===== src/rtl/mux_pkg.sv =====
// Shared types and default sizing for the channel multiplexer.
package mux_pkg;

    typedef enum logic {
        MODE_FIXED,
        MODE_RR
    } mux_mode_t;

    localparam int unsigned DEFAULT_WIDTH    = 8;
    localparam int unsigned DEFAULT_CHANNELS = 8;

endpackage


===== src/rtl/rr_arbiter.sv =====
// Round-robin grant search with a last-grant pointer; lowest priority goes to the last winner.
module rr_arbiter #(
    parameter int unsigned N     = 8,
    parameter int unsigned IDX_W = $clog2(N)
) (
    input  logic             clk,
    input  logic             reset,
    input  logic [N-1:0]     req,
    input  logic             advance,
    output logic [N-1:0]     grant_onehot,
    output logic [IDX_W-1:0] grant_idx
);

    logic [IDX_W-1:0] ptr_q;

    always_ff @(posedge clk or posedge reset) begin
        if (reset) begin
            ptr_q <= IDX_W'(N - 1);
        end else if (advance) begin
            ptr_q <= grant_idx;
        end
    end

    // N is a power of two, so the IDX_W-bit add wraps the search for free.
    always_comb begin
        logic             found;
        logic [IDX_W-1:0] cand;
        grant_onehot = '0;
        grant_idx    = '0;
        found        = 1'b0;
        cand         = '0;
        for (int unsigned i = 1; i <= N; i++) begin
            cand = ptr_q + IDX_W'(i);
            if (!found && req[cand]) begin
                found              = 1'b1;
                grant_idx          = cand;
                grant_onehot[cand] = 1'b1;
            end
        end
    end

endmodule


===== src/rtl/channel_mux_rr.sv =====
// N-channel to one registered multiplexer with fixed-select or round-robin arbitration.
module channel_mux_rr
    import mux_pkg::*;
#(
    parameter int unsigned WIDTH    = DEFAULT_WIDTH,
    parameter int unsigned CHANNELS = DEFAULT_CHANNELS,
    parameter int unsigned SEL_W    = $clog2(CHANNELS)
) (
    input  logic                      clk,
    input  logic                      reset,
    input  logic                      mode,
    input  logic [SEL_W-1:0]          sel,
    input  logic [CHANNELS*WIDTH-1:0] in_data,
    input  logic [CHANNELS-1:0]       in_valid,
    output logic [CHANNELS-1:0]       in_ready,
    output logic [WIDTH-1:0]          out_data,
    output logic [SEL_W-1:0]          out_chan,
    output logic                      out_valid,
    input  logic                      out_ready
);

    mux_mode_t           mode_e;
    logic                load_en;
    logic                xfer;
    logic                advance;
    logic [CHANNELS-1:0] grant_onehot;
    logic [CHANNELS-1:0] ready_sel;
    logic [SEL_W-1:0]    grant_idx;
    logic [SEL_W-1:0]    pick_idx;

    assign mode_e  = mux_mode_t'(mode);
    assign load_en = !out_valid || out_ready;

    rr_arbiter #(
        .N     (CHANNELS),
        .IDX_W (SEL_W)
    ) u_arb (
        .clk          (clk),
        .reset        (reset),
        .req          (in_valid),
        .advance      (advance),
        .grant_onehot (grant_onehot),
        .grant_idx    (grant_idx)
    );

    always_comb begin
        ready_sel = '0;
        pick_idx  = sel;
        xfer      = 1'b0;
        if (mode_e == MODE_RR) begin
            ready_sel = grant_onehot;
            pick_idx  = grant_idx;
            xfer      = |in_valid;
        end else begin
            ready_sel[sel] = 1'b1;
            xfer           = in_valid[sel];
        end
        // Reset gating keeps in_ready low while reset is held, not just after it.
        if (!load_en || reset) begin
            ready_sel = '0;
            xfer      = 1'b0;
        end
    end

    assign in_ready = ready_sel;
    assign advance  = xfer && (mode_e == MODE_RR);

    always_ff @(posedge clk or posedge reset) begin
        if (reset) begin
            out_valid <= 1'b0;
            out_data  <= '0;
            out_chan  <= '0;
        end else if (load_en) begin
            out_valid <= xfer;
            if (xfer) begin
                out_data <= in_data[pick_idx*WIDTH +: WIDTH];
                out_chan <= pick_idx;
            end
        end
    end

endmodule


===== config.mk =====
export PLATFORM = sky130hd
export DESIGN_NAME = channel_mux_rr
export DESIGN_NICKNAME = d
export VERILOG_FILES = /design/src/rtl/mux_pkg.sv /design/src/rtl/rr_arbiter.sv /design/src/rtl/channel_mux_rr.sv
export SDC_FILE = /design/constraint.sdc
export NUM_CORES = 1
export LEC_CHECK = 0
export BUFFER_PORTS_ARGS = -buffer_cell sky130_fd_sc_hd__buf_4
export CAP_MARGIN = 25
export CORE_ASPECT_RATIO = 2
export CORE_UTILIZATION = 30
export CTS_CLUSTER_DIAMETER = 120
export DETAILED_ROUTE_END_ITERATION = 10
export PLACE_DENSITY_LB_ADDON = 0.2
export SLEW_MARGIN = 15
export SYNTH_ARGS = -nofsm -noshare
export SYNTH_HDL_FRONTEND = slang
export SYNTH_SLANG_ARGS = --single-unit

===== constraint.sdc =====
create_clock -name clk -period 3.85 [get_ports clk]
set_clock_uncertainty 0.05 [all_clocks]
set_input_delay 0.1925 -clock clk [delete_from_list [all_inputs] [get_ports clk]]
set_output_delay 0.1925 -clock clk [all_outputs]
set_load 0.01 [all_outputs]

==> results of run 1 <==
==> final cells by class <==
cell class,count,area [um^2],share of cell area (%)
sequential,15,379.1,9.573
clock buffer,4,78.83,1.991
inverter,12,45.04,1.137
multi-input combinational,262,2346,59.24
tap,104,130.1,3.286
timing repair buffer,127,980.9,24.77
==> sequential cells by signal, indices dropped and copies added (netlist names) <==
name,cells
out_data,8
u_arb.ptr_q,3
out_valid,1
out_chan,3
==> metal layers <==
metal  global-route usage (%)  vias to the layer above  part of all wire, %
li1                         -                     1424                    -
met1                    18.72                     1382                   32
met2                    42.97                      111                   60
met3                    1.871                       27                  3.2
met4                    14.74                        0                  5.2
met5                        0                        -                    0
==> final timing paths <==
path / to / slack, ps / cells past startpoint
max reg2reg: out_data[7] / 210 / 11
min reg2reg: out_data[4] / 430 / 2
min: out_valid / 170 / 3
max: in_ready[0] / 170 / 14
max in group asynchronous: u_arb.ptr_q[2] / 3030 / 4
min in group asynchronous: out_data[4] / 470 / 4
==> repair_timing <==
action / 4_1_cts / 5_1_grt
hold buffers: 1 / 0
buffers inserted: 0 / 3
cloned: 0 / 0
gates resized for setup: 5 / 12
pin swaps: 0 / 2
hold endpoints to repair: 12 / 0
setup endpoints to repair: 16 / 16
==> cell families after synthesis <==
group,count (synthesis)
buf+inv,35
compound gates,91
flops,15
simple gates,84
fa+ha+maj,6
xor+xnor,4
mux,77
==> worst max-delay path, cell delays in order (launching register included) <==
cell and delay (ps):
dfstp_2 550, inv_1 60, ha_2 250, xnor2_4 230
buf_4 170, mux4_2 560, nor3_1 190, nand3b_1 140
o21ai_0 200, buf_4 160, mux2i_1 90, o21ai_0 210
a22oi_1 90, nor2_1 140, buf_4 140
==> power groups by stage <==
stage               Clock [W]  Combinational (W)  Sequential (W)
global placement            0            0.00327        0.000309
detailed placement          0            0.00329        0.000312
CTS                  0.000215            0.00332        0.000310
global route         0.000220            0.00373        0.000321
finish               0.000210            0.00344        0.000309
floorplan                   0            0.00236        0.000317
==> Yosys cell counts, drive strengths merged, types with 3 or more instances <==
cell / count
nor2b: 4
mux2: 43
nor4: 4
inv: 11
buf: 13
clkbuf: 10
dfrtp: 12
nand2: 31
o31ai: 10
a22oi: 11
a32oi: 3
a21oi: 9
nand3: 4
o21ai: 19
dfstp: 3
nand2b: 5
mux4: 15
o22ai: 19
o221ai: 5
nor3: 3
nor2: 22
mux2i: 19
ha: 6
xnor2: 3
==> stage by stage <==
stage / setup TNS, ps / area (um^2) / hold slack, ps
3_5_place_dp: -581.5 / 3780 / 182.5
6_report: 0 / 3960 / 166.6
2_1_floorplan: 0 / 2865 / 49.85
4_1_cts: 0 / 3889 / 165.8
3_3_place_gp: -396.2 / 3780 / 172.1
5_1_grt: -56.38 / 3960 / 176.8
==> impl_metrics.ini, run 1 <==
[power_and_ir_drop]
power_switching_w = 0.001931
pwr-share-clk_pct = 5.3
swShare_pct = 48.77
finalPower_w = 0.003960
power.density_mw_per_mm2 = 1000
p_comb_share_pct = 86.9
leakage_nw = 1.707
irDropWorstVdd_mv = 0.3754
internal_power_w = 0.002029
seq_power_share_pct = 7.8

[synthesis]
avgSynthCellArea_um2 = 9.179
synth-seq-cells = 15
ys_seq_area_share_pct = 13.24
ys_types = 58
synth_edf_count = 0
synthXorXnorAreaFrac_pct = 1.879
yosysTopAreaCell = dfrtp_1
synth_top_area_share_pct = 10.48
synth_compound_area_share_pct = 24.20
syn_inst = 312
async_reset_ff_share_pct = 100.0
synthFlopType = dfrtp_1
ys_warn_count = 0
ys_top_cells_by_area = dfrtp_1, mux2_2, mux4_2, mux2i_1, mux2_1
netlist_area_mm2 = 0.002864
syn_nets = 397
synth_top_family_by_area = multiplexers
synthAdderAreaFrac_pct = 2.621
synthMuxAreaShare_pct = 36.44
synthSimpleGateAreaFrac_pct = 14.37

[sta]
tightest_slew_ps = 508.1
hold_viol_final = 0
timing.slew.headroom_pct = 66.12
max_freq_mhz = 271.9
finalSetupViolations = 0
slew_violations = 0
period_needed_ps = 3678
finalCritPeriodShare_pct = 95.53
fin_ws_ps = 172.3

[worst_setup_path]
worstSetupStartpointType = flip-flop
critPathLaunch = u_arb.ptr_q[0]
crit_type = flip-flop to primary output
end_kind = primary output
worst_ep_required_time_ps = 3610
worstPathMaxFanout = 5
reg2reg_from = u_arb.ptr_q[0]
critPathArrivalTime_ps = 3440

[floorplan]
rows = 50
io-pin-count = 99
die_x_um = 71.09
fp.dieH_um = 140.2
start_util_pct = 30.72
die_area_mm2 = 0.009965
core_area_mm2 = 0.009321

[cells_and_area]
stdcell_count = 524
drive_gt1_share_pct = 47.86
nNetsFinal = 506
mostFrequentLayoutCells = buf_4, nand2_1, mux2_2
syn_to_final_growth_pct = 38.27
final_core_util_pct = 42.48
nFillCells = 956
mostFrequentLayoutCell = buf_4
diodes = 0

[global_routing]
grt_max_degree = 28
grt-ovfl-total = 0
grt_pass1_wl_mm = 16.19
grtUsageTotal_pct = 21.27
grt_pass1_vias = 3194
antenna_found_initial = 0

[run]
cap_violations = 0

[drt]
remaining_drc_errors = 1
vias = 2944
avgViaCountPerCell = 5.618
antenna_left = 0
wirelength_mm = 10.18
dr.pass1.iters = 9
post_drt_wl_per_cell_um = 19.43
drt-initial-drc-count = 90

[hold_path]
min_from = out_ready
hold_class = input port to flip-flop

[clocking]
clock-root-buffer = clkbuf_16
cts_buffers = 3
cts_tree = yes
cts_buffer_depth = 2
h-tree-depth = 1
cts.sinks = 15
clock_latency_ps = 250
clkSlewWorstSetupHoldPaths_ps = 50

[placement]
hpwlAfterDp_mm = 8.552
port_buffers = 98
place_ws_ps = -94.30
dp_cells = 516
gp_congestion = 0.9064

[run_status]
failed_checks = design-rule violations
status = finished with violations
No activity file was read; power rests on OpenSTA's default activity.
==> run 2: changes to the inputs <==
--- a/constraint.sdc
+++ b/constraint.sdc
@@ -4,2 +4,2 @@
 set_output_delay 0.1925 -clock clk [all_outputs]
-set_load 0.01 [all_outputs]
+set_load 0.1 [all_outputs]
==> impl_metrics.ini, run 2 (same netlist as run 1, synthesis figures left out) <==
[drt]
dr.pass1.iters = 6
vias = 3022
avgViaCountPerCell = 5.778
wirelength_mm = 10.27
antenna_left = 0
drt-initial-drc-count = 122
post_drt_wl_per_cell_um = 19.64
remaining_drc_errors = 0

[worst_setup_path]
end_kind = flip-flop
path_cells = buf_4, mux4_2, mux2i_4, o21ai_0, a22oi_1, o2111a_1, a2bb2oi_4, buf_4, mux2_2, o22ai_1, o31ai_1
crit_family = multiplexers
cpPeakStageDelay_ps = 610
slowest_stage = mux4_2
critPathArrivalTime_ps = 3800
cp_num_buf_inv = 2
worst_ep_required_time_ps = 3930
worstPathMaxFanout = 16
worstSetupStartpointType = flip-flop
crit_type = flip-flop to flip-flop
cp_common_cell = buf_4

[sta]
max_freq_mhz = 269.2
finalCritPeriodShare_pct = 96.48
timing.slew.headroom_pct = 56.70
hold_viol_final = 12
slew_violations = 0
tightest_slew_ps = 648.8
rsz0062_at_grt = yes
finalSetupViolations = 0
period_needed_ps = 3714
setup_tns_ps = 0
fin_hold_ws_ps = -25.30

[power_and_ir_drop]
irDropWorstVdd_mv = 0.4430
swShare_pct = 54.98
p_comb_share_pct = 88.7
leakage_nw = 1.696
internal_power_w = 0.002007
power_switching_w = 0.002451
seq_power_share_pct = 6.4
pwr-share-clk_pct = 4.9
power.density_mw_per_mm2 = 1112
finalPower_w = 0.004458

[cells_and_area]
nNetsFinal = 505
syn_to_final_growth_pct = 40.02
mostFrequentLayoutCell = buf_4
diodes = 0
reg.largest.list = out_data: 8 flops, out_chan: 3 flops, u_arb.ptr_q: 3 flops
final_core_util_pct = 43.02
drive_gt1_share_pct = 49.16
stdcell_count = 523
largest_reg_flops = 8
mostFrequentLayoutCells = buf_4, nand2_1, mux2_2
largest_register = out_data

[global_routing]
antenna_found_initial = 0
grt_pass1_vias = 3178
grtUsageTotal_pct = 21.29
grt_pass1_wl_mm = 16.26
grt_max_degree = 24
grt-ovfl-total = 0

[placement]
gp_congestion = 0.8630
hpwlAfterDp_mm = 8.578
port_buffers = 98
dp_cells = 515

[floorplan]
start_util_pct = 30.72
core_area_mm2 = 0.009321
io-pin-count = 99
rows = 50
die_area_mm2 = 0.009965
die_x_um = 71.09
fp.dieH_um = 140.2

[run]
cap_violations = 0

[clocking]
cts_buffer_depth = 2
clkSlewWorstSetupHoldPaths_ps = 50
clock_latency_ps = 260
ctsHoldBuffers = 0
h-tree-depth = 1
cts_tree = yes
cts_buffers = 3
clock-root-buffer = clkbuf_16
cts.sinks = 15

[run_status]
status = finished with violations
failed_checks = negative hold slack

[hold_path]
hold_class = input port to async pin
-- run 2: cell count changes in the layout (fill, tap and decap cells not counted), sizes merged --
| cell | before | now |
|---|---|---|
| clkbuf | 4 | 3 |
| clkinvlp | 0 | 1 |
| dlygate4sd3 | 1 | 0 |
-- run 2: layer usage --
layer	GRT usage (%)	up-vias	routed length [um]
li1	-	1422	-
met1	18.55	1476	3100
met2	46.41	98	6490
met3	1.151	26	280
met4	9.158	0	401
met5	0	-	0
-- run 2: area by class of cell --
| type | count | area (um^2) |
|---|---|---|
| sequential | 15 | 379.1 |
| tap | 104 | 130.1 |
| multi-input combinational | 262 | 2366 |
| timing repair buffer | 126 | 1007 |
| fill | 944 | 5311 |
| clock buffer | 3 | 75.07 |
| clock inverter | 1 | 7.507 |
| inverter | 12 | 45.04 |
-- run 2: what timing repair did --
item | in CTS | in global routing
resized for setup | 8 | 18
endpoints found under the setup margin | 7 | 13
pin swaps | 0 | 1
setup buffers | 0 | 4
-- run 2: path summary, 6_finish.rpt --
path | cells after the start | slack (ps) | startpoint | end
setup / recovery | 11 | 140 | u_arb.ptr_q[0] | out_data[1]
hold / removal | 2 | -30 | reset | out_valid
setup reg to reg | 11 | 140 | u_arb.ptr_q[0] | out_data[1]
hold reg to reg | 2 | 430 | out_data[6] | out_data[6]
max in group asynchronous | 2 | 3350 | reset | out_chan[2]
min in group clk | 3 | 160 | out_ready | out_valid
-- run 2: stage by stage --
step                setup WS, ps  hold WS [ps]  area [um^2]
detailed placement         97.12         279.4         3820
global placement           121.9         266.6         3820
finish                     135.7        -25.30         4010
global route              -64.36         38.47         4010
floorplan                  1.456         49.85         2927
CTS                        23.83         5.633         3929
-- run 2: power by group through the flow --
stage / clock (W) / sequential (W) / combinational, W
6_report: 0.000219 / 0.000286 / 0.00395
3_3_place_gp: 0 / 0.000286 / 0.00379
4_1_cts: 0.000220 / 0.000287 / 0.00384
2_1_floorplan: 0 / 0.000714 / 0.00252
5_1_grt: 0.000227 / 0.000296 / 0.00421
3_5_place_dp: 0 / 0.000289 / 0.00381
==> run 3: changes to the inputs <==
Settings changed: HOLD_SLACK_MARGIN set to 0.08.
Clock period 3.85 ns to 3.4 ns, I/O delays scaled along.
==> impl_metrics.ini, run 3 (same netlist as run 1, synthesis figures left out) <==
[global_routing]
grt_max_degree = 24
antenna_found_initial = 0
grt_pass1_wl_mm = 16.85
grt-ovfl-total = 0
grtUsageTotal_pct = 21.99
grt_pass1_vias = 3560

[placement]
gp_congestion = 0.9249
port_buffers = 98
hpwlAfterDp_mm = 8.683
dp_cells = 552
place_ws_ps = -199.2

[cells_and_area]
mostFrequentLayoutCell = buf_4
syn_to_final_growth_pct = 70.42
stdcell_count = 575
largest_register = out_data
final_core_util_pct = 52.36
nNetsFinal = 557
largest_reg_flops = 8
drive_gt1_share_pct = 63.69
mostFrequentLayoutCells = buf_4, nand2_1, mux2_2
diodes = 0
reg.largest.list = out_data: 8 flops, out_chan: 3 flops, u_arb.ptr_q: 3 flops

[drt]
vias = 3261
dr.pass1.iters = 7
drt-initial-drc-count = 114
remaining_drc_errors = 0
post_drt_wl_per_cell_um = 19.10
avgViaCountPerCell = 5.671
antenna_left = 0
wirelength_mm = 10.99

[worst_setup_path]
path_cells = buf_6, mux2_2, mux4_2, or3_4, mux2i_1, mux2i_1, o21ai_1, a32oi_2, nor2_4, buf_12
cp_common_cell = mux2i_1
cp_num_buf_inv = 2
cpPeakStageDelay_ps = 600
rr_endpoint = out_data[1]
slowest_stage = dfstp_2
critPathArrivalTime_ps = 3400
crit_family = multiplexers
crit_cells = 10
reg2reg_from = u_arb.ptr_q[0]
worstPathMaxFanout = 20
rrSetupSlack_ps = -130
worst_ep_required_time_ps = 3180
end_kind = primary output
crit_type = flip-flop to primary output
worstSetupStartpointType = flip-flop
critPathLaunch = u_arb.ptr_q[0]
ff2ff_path_depth = 14
crit_end = in_ready[7]

[clocking]
clock-root-buffer = clkbuf_16
cts_tree = yes
cts.sinks = 15
clkSlewWorstSetupHoldPaths_ps = 50
clock_latency_ps = 260
h-tree-depth = 1
cts_buffers = 3
cts_buffer_depth = 2

[sta]
period_needed_ps = 3624
finalCritPeriodShare_pct = 106.6
hold_viol_final = 0
tightest_slew_ps = 815.9
max_freq_mhz = 275.9
finalSetupViolations = 16
fin_ws_ps = -224.0
timing.slew.headroom_pct = 45.48
rsz0062_at_grt = yes
slew_violations = 0

[run]
cap_violations = 0

[floorplan]
start_util_pct = 30.72
die_area_mm2 = 0.009965
rows = 50
io-pin-count = 99
die_x_um = 71.09
fp.dieH_um = 140.2
core_area_mm2 = 0.009321

[run_status]
status = finished with violations
failed_checks = negative setup slack

[hold_path]
hold-path-cell-count = 3
hold_class = input port to flip-flop
[run 3: cell types whose count changed in the layout (fill, tap and decap cells not counted), moves of 11 or more]
cell	previous run	this run
buf_12	1	12
mux2_1	16	5
o22ai_1	18	5
buf_4	117	155
o22ai_2	0	11
mux2_4	2	17
[run 3: cell type report]
class | count | area [um^2]
inverter | 12 | 48.80
timing repair buffer | 178 | 1575
sequential | 15 | 379.1
clock buffer | 3 | 75.07
fill | 856 | 4441
tap | 104 | 130.1
clock inverter | 1 | 5.005
multi-input combinational | 262 | 2668
[run 3: what timing repair did]
item                       in CTS  in global routing
hold endpoints to repair       12                  0
resized for setup              74                 18
setup buffers                  13                  2
gates cloned                    3                  0
hold buffers                    1                  0
setup endpoints to repair      16                 16
pin swaps                      24                  6
[run 3: through the flow]
stage	instance area (um^2)	hold WS [ps]	TNS, ps
3_3_place_gp	4214	146.9	-1818
2_1_floorplan	3040	27.35	-4237
5_1_grt	4881	156.3	-4290
6_report	4881	131.9	-2322
4_1_cts	4798	133.6	-2231
3_5_place_dp	4214	155.0	-2441
[run 3: worst min-delay path by stage]
stage,startpoint,endpoint
3_5_place_dp,reset,out_chan[1]
2_1_floorplan,reset,out_chan[0]
4_1_cts,out_ready,out_valid
6_report,out_ready,out_valid
3_3_place_gp,reset,out_chan[1]
5_1_grt,out_ready,out_valid
[run 3: worst min-delay path: stages]
cell and delay (ps):
buf_4 70, nand2b_1 100, nand2_1 50
[run 3: layer usage]
layer	GRT usage, %	wire (um)	vias to the layer above
li1	-	-	1530
met1	17.66	3207	1564
met2	46.81	6690	127
met3	2.014	406	40
met4	14.11	681	0
met5	0	0	-
Power of run 3 is not shown: default switching activity piles up to over one toggle a cycle in this logic, so the estimate is an artifact.
